==> src/rtl/mips_pkg.sv <==
// Shared arbiter types: FSM state codes, grant encoding and default latency.
// Imported by the memory port arbiter and its grant selector.
package mips_pkg;

    typedef logic [1:0] arb_state_t;

    localparam arb_state_t IDLE   = 2'd0;
    localparam arb_state_t ACCESS = 2'd1;
    localparam arb_state_t RESP   = 2'd2;

    localparam logic GRANT_IF = 1'b0;
    localparam logic GRANT_DM = 1'b1;

    localparam int MEM_LAT_DEF = 2;
    localparam int CNT_W       = 4;

endpackage

==> src/rtl/mem_port_arbiter_if.sv <==
// Pipeline/memory bundle for the shared memory port arbiter.
// slave = arbiter side, master = pipeline plus memory macro side.
interface mem_port_arbiter_if #(
    parameter int ADDR_W = 32,
    parameter int DATA_W = 32
);

    logic              if_req;
    logic [ADDR_W-1:0] if_addr;
    logic [DATA_W-1:0] if_rdata;
    logic              if_ready;

    logic              dm_req;
    logic              dm_we;
    logic [ADDR_W-1:0] dm_addr;
    logic [DATA_W-1:0] dm_wdata;
    logic [DATA_W-1:0] dm_rdata;
    logic              dm_ready;

    logic              stall_f;
    logic              stall_m;

    logic              mem_en;
    logic              mem_we;
    logic [ADDR_W-1:0] mem_addr;
    logic [DATA_W-1:0] mem_wdata;
    logic [DATA_W-1:0] mem_rdata;

    modport slave (
        input  if_req,
        input  if_addr,
        output if_rdata,
        output if_ready,
        input  dm_req,
        input  dm_we,
        input  dm_addr,
        input  dm_wdata,
        output dm_rdata,
        output dm_ready,
        output stall_f,
        output stall_m,
        output mem_en,
        output mem_we,
        output mem_addr,
        output mem_wdata,
        input  mem_rdata
    );

    modport master (
        output if_req,
        output if_addr,
        input  if_rdata,
        input  if_ready,
        output dm_req,
        output dm_we,
        output dm_addr,
        output dm_wdata,
        input  dm_rdata,
        input  dm_ready,
        input  stall_f,
        input  stall_m,
        input  mem_en,
        input  mem_we,
        input  mem_addr,
        input  mem_wdata,
        output mem_rdata
    );

endinterface

==> src/rtl/mem_port_arbiter_grant_sel.sv <==
// Combinational winner selection between fetch and data requests.
// ARB_ROUND_ROBIN_EN: ties alternate against last_grant; else dm wins ties.
module arb_grant_sel
    import mips_pkg::*;
(
    input  logic if_req_i,
    input  logic dm_req_i,
`ifdef ARB_ROUND_ROBIN_EN
    input  logic last_grant_i,
`endif
    output logic valid_o,
    output logic grant_o
);

    logic tie_grant;

`ifdef ARB_ROUND_ROBIN_EN
    assign tie_grant = ~last_grant_i;
`else
    assign tie_grant = GRANT_DM;
`endif

    always_comb begin
        valid_o = if_req_i | dm_req_i;
        grant_o = GRANT_IF;
        unique case (1'b1)
            (if_req_i & dm_req_i):  grant_o = tie_grant;
            (dm_req_i & ~if_req_i): grant_o = GRANT_DM;
            default:                grant_o = GRANT_IF;
        endcase
    end

endmodule

==> src/rtl/mem_port_arbiter.sv <==
// Shares one fixed-latency memory between IF and DM with per-stage stalls.
// ARB_ROUND_ROBIN_EN: round-robin tie-break instead of fixed dm priority.
module mem_port_arbiter
    import mips_pkg::*;
#(
    parameter int ADDR_W  = 32,
    parameter int DATA_W  = 32,
    parameter int MEM_LAT = MEM_LAT_DEF
) (
    input logic               clk,
    input logic               rst,
    mem_port_arbiter_if.slave bus
);

    if (MEM_LAT < 1 || MEM_LAT > 15) begin : g_lat_chk
        $error("MEM_LAT out of range 1..15");
    end

    localparam logic [CNT_W-1:0] LAT_C = CNT_W'(MEM_LAT);
    localparam logic [CNT_W-1:0] ONE_C = CNT_W'(1);

    arb_state_t        state_q, state_d;
    logic [CNT_W-1:0]  cnt_q, cnt_d;
    logic              grant_q, grant_d;
    logic [ADDR_W-1:0] addr_q, addr_d;
    logic              we_q, we_d;
    logic [DATA_W-1:0] wdata_q, wdata_d;
    logic [DATA_W-1:0] if_rdata_q, if_rdata_d;
    logic [DATA_W-1:0] dm_rdata_q, dm_rdata_d;

    logic sel_valid;
    logic sel_grant;
    logic mem_en_w;
    logic if_ready_w;
    logic dm_ready_w;

`ifdef ARB_ROUND_ROBIN_EN
    logic last_grant_q, last_grant_d;
`endif

    arb_grant_sel u_sel (
        .if_req_i     (bus.if_req),
        .dm_req_i     (bus.dm_req),
`ifdef ARB_ROUND_ROBIN_EN
        .last_grant_i (last_grant_q),
`endif
        .valid_o      (sel_valid),
        .grant_o      (sel_grant)
    );

    always_comb begin
        state_d    = state_q;
        cnt_d      = cnt_q;
        grant_d    = grant_q;
        addr_d     = addr_q;
        we_d       = we_q;
        wdata_d    = wdata_q;
        if_rdata_d = if_rdata_q;
        dm_rdata_d = dm_rdata_q;
`ifdef ARB_ROUND_ROBIN_EN
        last_grant_d = last_grant_q;
`endif
        unique case (1'b1)
            (state_q == IDLE): begin
                if (sel_valid) begin
                    grant_d = sel_grant;
                    cnt_d   = ONE_C;
                    state_d = ACCESS;
                    if (sel_grant == GRANT_DM) begin
                        addr_d  = bus.dm_addr;
                        we_d    = bus.dm_we;
                        wdata_d = bus.dm_wdata;
                    end else begin
                        addr_d  = bus.if_addr;
                        we_d    = 1'b0;
                        wdata_d = '0;
                    end
`ifdef ARB_ROUND_ROBIN_EN
                    last_grant_d = sel_grant;
`endif
                end
            end
            (state_q == ACCESS): begin
                cnt_d = cnt_q + ONE_C;
                if (cnt_q == LAT_C) begin
                    state_d = RESP;
                    if (grant_q == GRANT_DM) begin
                        dm_rdata_d = bus.mem_rdata;
                    end else begin
                        if_rdata_d = bus.mem_rdata;
                    end
                end
            end
            (state_q == RESP): begin
                state_d = IDLE;
            end
            default: begin
                state_d = IDLE;
            end
        endcase
    end

    always_ff @(posedge clk or posedge rst) begin
        if (rst) begin
            state_q    <= IDLE;
            cnt_q      <= '0;
            grant_q    <= GRANT_IF;
            addr_q     <= '0;
            we_q       <= 1'b0;
            wdata_q    <= '0;
            if_rdata_q <= '0;
            dm_rdata_q <= '0;
        end else begin
            state_q    <= state_d;
            cnt_q      <= cnt_d;
            grant_q    <= grant_d;
            addr_q     <= addr_d;
            we_q       <= we_d;
            wdata_q    <= wdata_d;
            if_rdata_q <= if_rdata_d;
            dm_rdata_q <= dm_rdata_d;
        end
    end

`ifdef ARB_ROUND_ROBIN_EN
    always_ff @(posedge clk or posedge rst) begin
        if (rst) begin
            last_grant_q <= GRANT_IF;
        end else begin
            last_grant_q <= last_grant_d;
        end
    end
`endif

    // Strobe only on the first access cycle; later cycles wait out latency.
    assign mem_en_w   = (state_q == ACCESS) && (cnt_q == ONE_C);
    assign if_ready_w = (state_q == RESP) && (grant_q == GRANT_IF);
    assign dm_ready_w = (state_q == RESP) && (grant_q == GRANT_DM);

    assign bus.mem_en    = mem_en_w;
    assign bus.mem_we    = mem_en_w & we_q;
    assign bus.mem_addr  = addr_q;
    assign bus.mem_wdata = wdata_q;

    assign bus.if_ready = if_ready_w;
    assign bus.dm_ready = dm_ready_w;
    assign bus.if_rdata = if_rdata_q;
    assign bus.dm_rdata = dm_rdata_q;

    assign bus.stall_f = bus.if_req & ~if_ready_w;
    assign bus.stall_m = bus.dm_req & ~dm_ready_w;

endmodule

==> src/flat_wrapper.sv <==
// flat-port wrapper written by rule: the top's interface ports become plain ports
module mem_port_arbiter_flat import mips_pkg::*;
#(
    parameter int ADDR_W  = 32,
    parameter int DATA_W  = 32,
    parameter int MEM_LAT = MEM_LAT_DEF
)
  (clk, rst, bus_if_req, bus_if_addr, bus_if_rdata, bus_if_ready, bus_dm_req, bus_dm_we, bus_dm_addr, bus_dm_wdata, bus_dm_rdata, bus_dm_ready, bus_stall_f, bus_stall_m, bus_mem_en, bus_mem_we, bus_mem_addr, bus_mem_wdata, bus_mem_rdata);
  mem_port_arbiter_if #(.ADDR_W(ADDR_W), .DATA_W(DATA_W)) bus_i ();
  input logic clk;
  input logic rst;
  input wire logic [$bits(bus_i.if_req)-1:0] bus_if_req;
  input wire logic [$bits(bus_i.if_addr)-1:0] bus_if_addr;
  output wire logic [$bits(bus_i.if_rdata)-1:0] bus_if_rdata;
  output wire logic [$bits(bus_i.if_ready)-1:0] bus_if_ready;
  input wire logic [$bits(bus_i.dm_req)-1:0] bus_dm_req;
  input wire logic [$bits(bus_i.dm_we)-1:0] bus_dm_we;
  input wire logic [$bits(bus_i.dm_addr)-1:0] bus_dm_addr;
  input wire logic [$bits(bus_i.dm_wdata)-1:0] bus_dm_wdata;
  output wire logic [$bits(bus_i.dm_rdata)-1:0] bus_dm_rdata;
  output wire logic [$bits(bus_i.dm_ready)-1:0] bus_dm_ready;
  output wire logic [$bits(bus_i.stall_f)-1:0] bus_stall_f;
  output wire logic [$bits(bus_i.stall_m)-1:0] bus_stall_m;
  output wire logic [$bits(bus_i.mem_en)-1:0] bus_mem_en;
  output wire logic [$bits(bus_i.mem_we)-1:0] bus_mem_we;
  output wire logic [$bits(bus_i.mem_addr)-1:0] bus_mem_addr;
  output wire logic [$bits(bus_i.mem_wdata)-1:0] bus_mem_wdata;
  input wire logic [$bits(bus_i.mem_rdata)-1:0] bus_mem_rdata;
  assign bus_i.if_req = bus_if_req;
  assign bus_i.if_addr = bus_if_addr;
  assign bus_if_rdata = bus_i.if_rdata;
  assign bus_if_ready = bus_i.if_ready;
  assign bus_i.dm_req = bus_dm_req;
  assign bus_i.dm_we = bus_dm_we;
  assign bus_i.dm_addr = bus_dm_addr;
  assign bus_i.dm_wdata = bus_dm_wdata;
  assign bus_dm_rdata = bus_i.dm_rdata;
  assign bus_dm_ready = bus_i.dm_ready;
  assign bus_stall_f = bus_i.stall_f;
  assign bus_stall_m = bus_i.stall_m;
  assign bus_mem_en = bus_i.mem_en;
  assign bus_mem_we = bus_i.mem_we;
  assign bus_mem_addr = bus_i.mem_addr;
  assign bus_mem_wdata = bus_i.mem_wdata;
  assign bus_i.mem_rdata = bus_mem_rdata;
  mem_port_arbiter #(.ADDR_W(ADDR_W), .DATA_W(DATA_W), .MEM_LAT(MEM_LAT)) u_core (.clk(clk), .rst(rst), .bus(bus_i));
endmodule
==> config.mk <==
export PLATFORM = sky130hd
export DESIGN_NAME = mem_port_arbiter_flat
export DESIGN_NICKNAME = d
export VERILOG_FILES = /design/src/rtl/mips_pkg.sv /design/src/rtl/mem_port_arbiter_if.sv /design/src/rtl/mem_port_arbiter_grant_sel.sv /design/src/rtl/mem_port_arbiter.sv /design/src/flat_wrapper.sv
export SDC_FILE = /design/constraint.sdc
export NUM_CORES = 1
export LEC_CHECK = 0
export ABC_CLOCK_PERIOD_IN_PS = 3900
export CAP_MARGIN = 20
export CORE_ASPECT_RATIO = 0.9
export CORE_UTILIZATION = 37
export CTS_CLUSTER_DIAMETER = 120
export DETAILED_ROUTE_END_ITERATION = 6
export HOLD_SLACK_MARGIN = 0.02
export PLACE_DENSITY_LB_ADDON = 0.2
export SYNTH_ARGS = -nofsm -noshare
export SYNTH_HDL_FRONTEND = slang
export SYNTH_SLANG_ARGS = --single-unit
==> constraint.sdc <==
create_clock -name clk -period 3.9 [get_ports clk]
set_input_delay 0.585 -clock clk [delete_from_list [all_inputs] [get_ports clk]]
set_output_delay 0.585 -clock clk [all_outputs]
set_load 0.005 [all_outputs]
Word-level counts from Yosys, hierarchy flattened
Index checks and enable logic that the tools add are counted.
{"block": "classes", "order_cmp": 0, "eq_ne": 6, "mul": 0, "n_shift": 0, "bitwise_logic": 10, "muxes": 9, "div": 0, "addsub": 1, "n_reduce_logical": 11}
{"op": "two-way mux 32 bit", "count": 2}
{"op": "case mux 4 bit (2 select lines)", "count": 1}
{"op": "AND reduction 2 bit", "count": 3}
{"op": "AND reduction 3 bit", "count": 2}
{"op": "AND 1 bit", "count": 5}
{"op": "adder 4 x 1 -> 4 bit, second input constant", "count": 1}
{"op": "== test 4 x 1 -> 1 bit, second input constant", "count": 1}
{"op": "== test 4 x 2 -> 1 bit, second input constant", "count": 1}
{"op": "two-way mux 2 bit", "count": 2}
{"op": "two-way mux 4 bit", "count": 1}
{"op": "inverter 1 bit", "count": 4}
{"op": "case mux 2 bit (2 select lines)", "count": 1}
{"op": "logical AND 1 bit", "count": 3}
{"op": "== test 2 x 1 -> 1 bit, second input constant", "count": 1}
{"op": "== test 2 bit, second input constant", "count": 1}
{"op": "logical NOT 2 bit", "count": 1}
{"op": "two-way mux 1 bit", "count": 2}
{"op": "!= test 2 x 1 -> 1 bit, second input constant", "count": 1}
{"op": "!= test 2 bit, second input constant", "count": 1}
{"op": "nonzero test 2 bit", "count": 1}
{"op": "OR reduction 2 bit", "count": 1}
{"op": "bitwise OR 1 bit", "count": 1}
{"block": "word_totals", "ramBits": 0, "ff_bits": 136, "rom_bits": 0, "n_memories": 0, "latchBits": 0, "inputBits": 133, "wordCells": 45}

Longest topological paths before layout
{"block": "depth", "word_depth": 5, "depth_mapped": 7, "depth_no_buf": 5}

By module
Synthesis repeated with hierarchy kept, for this count alone.
{"block": "unflattened", "hier_cells": 462, "hier_area_um2": 5749.3}
{"mod": "mem_port_arbiter", "cells_each": 460, "area_per_inst_um2": 5739.3, "seq_area_each_um2": 3403.3, "n_inst": 1}
{"mod": "arb_grant_sel", "cells_each": 2, "area_per_inst_um2": 10.0, "seq_area_each_um2": 0.0, "n_inst": 1}

Worst setup path before layout
No wires, ideal clock.
{"block": "synth_timing", "path_kind": "flip-flop to flip-flop", "startpoint": "register u_core.cnt_q[0]", "endpoint": "register u_core.dm_rdata_q[17] (netlist: u_core.bus.dm_rdata[17])", "required_time_ps": 3775, "setup_slack_ps": 2083, "setup_time_ps": 125, "synth_period_minus_slack_ps": 1817, "stages_incl_launch_ff": 8, "arrival_ps": 1692, "cell_sequence": "dfrtp_1 > inv_1 > ha_1 > nor3b_1 > and3_1 > clkbuf_2 > buf_4 > mux2_2"}
{"block": "synth_via", "elab_chain_len": 2}
{"item": "start: declaration", "line": "mem_port_arbiter.sv:23", "source": "logic [CNT_W-1:0] cnt_q, cnt_d;"}
{"item": "start signal: assignment", "line": "mem_port_arbiter.sv:115", "source": "cnt_q <= cnt_d;"}
{"item": "== test 4 x 2 -> 1 bit", "line": "mem_port_arbiter.sv:85", "source": "if (cnt_q == LAT_C) begin"}
{"item": "AND reduction 3 bit (no source line)"}
{"item": "end signal: assignment", "line": "mem_port_arbiter.sv:121", "source": "dm_rdata_q <= dm_rdata_d;"}
{"item": "end: declaration", "line": "mem_port_arbiter.sv:29", "source": "logic [DATA_W-1:0] dm_rdata_q, dm_rdata_d;"}
Every way passes these cells.
A chain may end at the register's enable or synchronous reset.

Worst setup path after layout
{"block": "layout_timing", "startpoint": "register u_core.state_q[0]", "endpoint": "output port bus_mem_we"}
{"block": "layout_via", "elab_chain_len": 3}
{"item": "start: declaration", "line": "mem_port_arbiter.sv:22", "source": "arb_state_t state_q, state_d;"}
{"item": "start signal: assignment", "line": "mem_port_arbiter.sv:114", "source": "state_q <= state_d;"}
{"item": "== test 2 x 1 -> 1 bit", "line": "mem_port_arbiter.sv:136", "source": "assign mem_en_w = (state_q == ACCESS) && (cnt_q == ONE_C);"}
{"item": "logical AND 1 bit", "line": "mem_port_arbiter.sv:136"}
{"item": "AND 1 bit", "line": "mem_port_arbiter.sv:141", "source": "assign bus.mem_we = mem_en_w & we_q;"}
{"item": "end: declaration", "line": "flat_wrapper.sv:25", "source": "output wire logic [$bits(bus_i.mem_we)-1:0] bus_mem_we;"}
Every way passes these cells.

==> flow_summary_export.csv <==
group,metric,value,unit
cells_and_area,final-seq-area,0.00340,mm^2
critical_path,end_kind,"output port",
floorplan,core-area,0.0142,mm^2
clock_network,post_cts_buffers,0,
pwr,p_leak,0.00383,uW
floorplan,die_h,117,um
floorplan,die_area,0.0152,mm^2
run_status,outcome,"finished, final reports clean",
clock_network,hold_buffers,0,
cells_and_area,drive_gt1_frac,0.162,
synthesis,synth_area_leaders,"dfrtp_1 (62%), mux2_2 (13%), mux2i_1 (6.1%)",
drt,viasPerCell,4.80,
drt,ant_nets,0,
synthesis,yosys_warnings,0,
timing,finalCritPeriodShare,0.695,
pwr,peakVddDrop,0.393,mV
synthesis,synthFlopType,"dfrtp_1",
floorplan,io_pins,267,
clock_network,clk_latency,410,ps
timing,setup_viol,0,
cells_and_area,diodes,0,
floorplan,floorplan.initialDensity,0.384,
cells_and_area,finalNetCount,796,
run,maxCapViolations,0,
min_path,hold_class,"flip-flop to flip-flop",
timing,worst_slew_pin_slew,1100,ps
drt,drt_iter0_markers,213,
cells_and_area,multi_input_area,0.00188,mm^2
synthesis,ys_seq_area_frac,0.624,
clock_network,path_clk_slew,50,ps
clock_network,cts_buffer_depth,2,
global_route,grt_overflow,0,
clock_network,cts_buffers,17,
drt,wire_per_inst,16.5,um
drt,drc_errors,0,
drt,vias,4155,
cells_and_area,syn_to_final_growth,64.3,%
critical_path,cp_data_required_time,3310,ps
clock_network,clock-sinks,136,
floorplan,die_w,130,um
floorplan,rows,41,
critical_path,critPathArrivalTime,2120,ps
critical_path,path_max_fanout,6,
global_route,grt_usage,0.194,
clock_network,cts_tree,"done",
global_route,antenna_found_initial,0,
cells_and_area,nFillCells,1088,
timing,fin_crit,2710,ps
placement,port_buffers,266,
global_route,grt_pass1_wl,22000,um
drt,drt-total-wl,14300,um
synthesis,synth_area_leader_cell,"dfrtp_1",
global_route,grt_max_degree,86,
synthesis,syn_area,0.00545,mm^2
timing,rsz0062_at_grt,"no",
synthesis,yosysUniqueCellTypes,29,
timing,fmax,369,MHz
timing,finalHoldViolCount,0,
synthesis,avgSynthCellArea,13.8,um^2
synthesis,synthCells,395,
timing,totalNegativeSetupSlack,0,ps
cells_and_area,finalCoreUtilization,0.630,
timing,max-slew-margin-rel,0.269,
synthesis,async_flop_share,1.00,
critical_path,start_kind,"flip-flop",
synthesis,synthesis.nets,531,
timing,skew,7.18,ps
critical_path,crit_type,"flip-flop to output port",
synthesis,synth-seq-cells,136,
clock_network,cts-root-buf,"clkbuf_16",
clock_network,ctsResizeCount,0,
drt,drtPass1Iterations,4,
pwr,power_density,781,mW/mm^2
synthesis,synth-edff-count,0,
timing,maxSlewViolCount,0,
placement,place_hpwl,10200,um
synthesis,synth_top_area_share,0.624,
global_route,grt_pass1_vias,4363,
placement,gp_congestion,0.720,
clock_network,htreeDepth,4,
-- final cells by class --
type                            instances  area share
Multi-Input combinational cell        226       0.209
Timing Repair Buffer                  275       0.310
Tap cell                              193      0.0270
Sequential cell                       136       0.380
Inverter                                4     0.00210
Clock inverter                         12      0.0193
Clock buffer                           20      0.0521
-- power by group --
part | leakage [uW] | total, uW | switching (uW) | internal (uW)
combinational | 0.00186 | 2770 | 943 | 1830
sequential | 0.00167 | 2510 | 395 | 2120
clock | 0.000300 | 1710 | 595 | 1120
total | 0.00383 | 7000 | 1930 | 5060
-- cell usage after synthesis (all sizes together) (2+ instances only) --
cell type	n
mux2	64
nor2	7
nor2b	2
ha	3
and2	2
or2	2
clkbuf	15
mux2i	33
dfrtp	136
o21ai	66
a22o	33
inv	4
nor3b	2
nand3b	2
buf	14
-- cell usage in the layout (no fill, tap or decap), types with 3 or more instances in the layout --
| cell type | count |
|---|---|
| inv_1 | 3 |
| buf_4 | 6 |
| clkdlybuf4s50_1 | 265 |
| clkbuf_16 | 17 |
| clkinvlp_4 | 6 |
| nor2_1 | 5 |
| clkinv_2 | 3 |
| clkbuf_8 | 3 |
| mux2_2 | 63 |
| ha_1 | 3 |
| bufinv_16 | 4 |
| o21ai_0 | 66 |
| mux2i_1 | 33 |
| dfrtp_1 | 136 |
| a22o_1 | 33 |
-- worst max-delay path, cell delays in order (launching register included) --
cell and delay (ps):
dfrtp_1 400, or2b_1 300, nor4b_1 310, and2_1 170, clkdlybuf4s50_1 520
-- sequential cells by signal (all words and copies together) (netlist names) --
signal	flops
u_core.bus.dm_rdata	32
u_core.bus.if_rdata	32
u_core.bus.mem_addr	32
u_core.bus.mem_wdata	32
u_core.cnt_q	4
u_core.grant_q	1
u_core.state_q	2
u_core.we_q	1
-- path summary, 6_finish.rpt --
path / end / slack [ps] / from / cells past startpoint
min reg2reg: u_core.bus.dm_rdata[21] / 500 / u_core.bus.dm_rdata[21] / 1
max in group asynchronous: u_core.bus.dm_rdata[17] / 2740 / rst / 3
min in group asynchronous: u_core.bus.mem_wdata[20] / 550 / rst / 3
max: bus_mem_we / 1190 / u_core.state_q[0] / 4
max reg2reg: u_core.bus.mem_addr[24] / 1550 / u_core.state_q[0] / 4
min: u_core.bus.dm_rdata[21] / 500 / u_core.bus.dm_rdata[21] / 1
-- stage by stage --
| stage | worst slack, ps | instances | cell area (um^2) | total power (uW) | hold WS, ps |
|---|---|---|---|---|---|
| CTS | 1140 | 865 | 8930 | 7070 | 499 |
| finish | 1190 | 866 | 8960 | 7000 | 496 |
| detailed placement | 1420 | 833 | 8290 | 5330 | 487 |
| global route | 1070 | 866 | 8960 | 7420 | 511 |
| floorplan | 1620 | 395 | 5450 | 3550 | 463 |
| global placement | 1440 | 832 | 8260 | 5230 | 467 |
-- logic make-up (layout without fill, tap and decap cells) --
logic type      Yosys count  count (layout)  share of synthesized area
simple gates             23              23                     0.0248
buf+inv                  33             311                     0.0324
mux                      97              97                      0.193
compound gates          102             102                      0.117
fa+ha+maj                 3               3                    0.00689
flops                   136             136                      0.624
xor+xnor                  1               1                    0.00161
-- layer usage --
| layer | global-route usage | vias to the layer above | wire (um) |
|---|---|---|---|
| li1 | - | 1961 | - |
| met1 | 0.226 | 1988 | 5980 |
| met2 | 0.327 | 182 | 6910 |
| met3 | 0.0645 | 24 | 1070 |
| met4 | 0.0884 | 0 | 317 |
| met5 | 0 | - | 0 |
No activity file was read; power rests on OpenSTA's default activity.
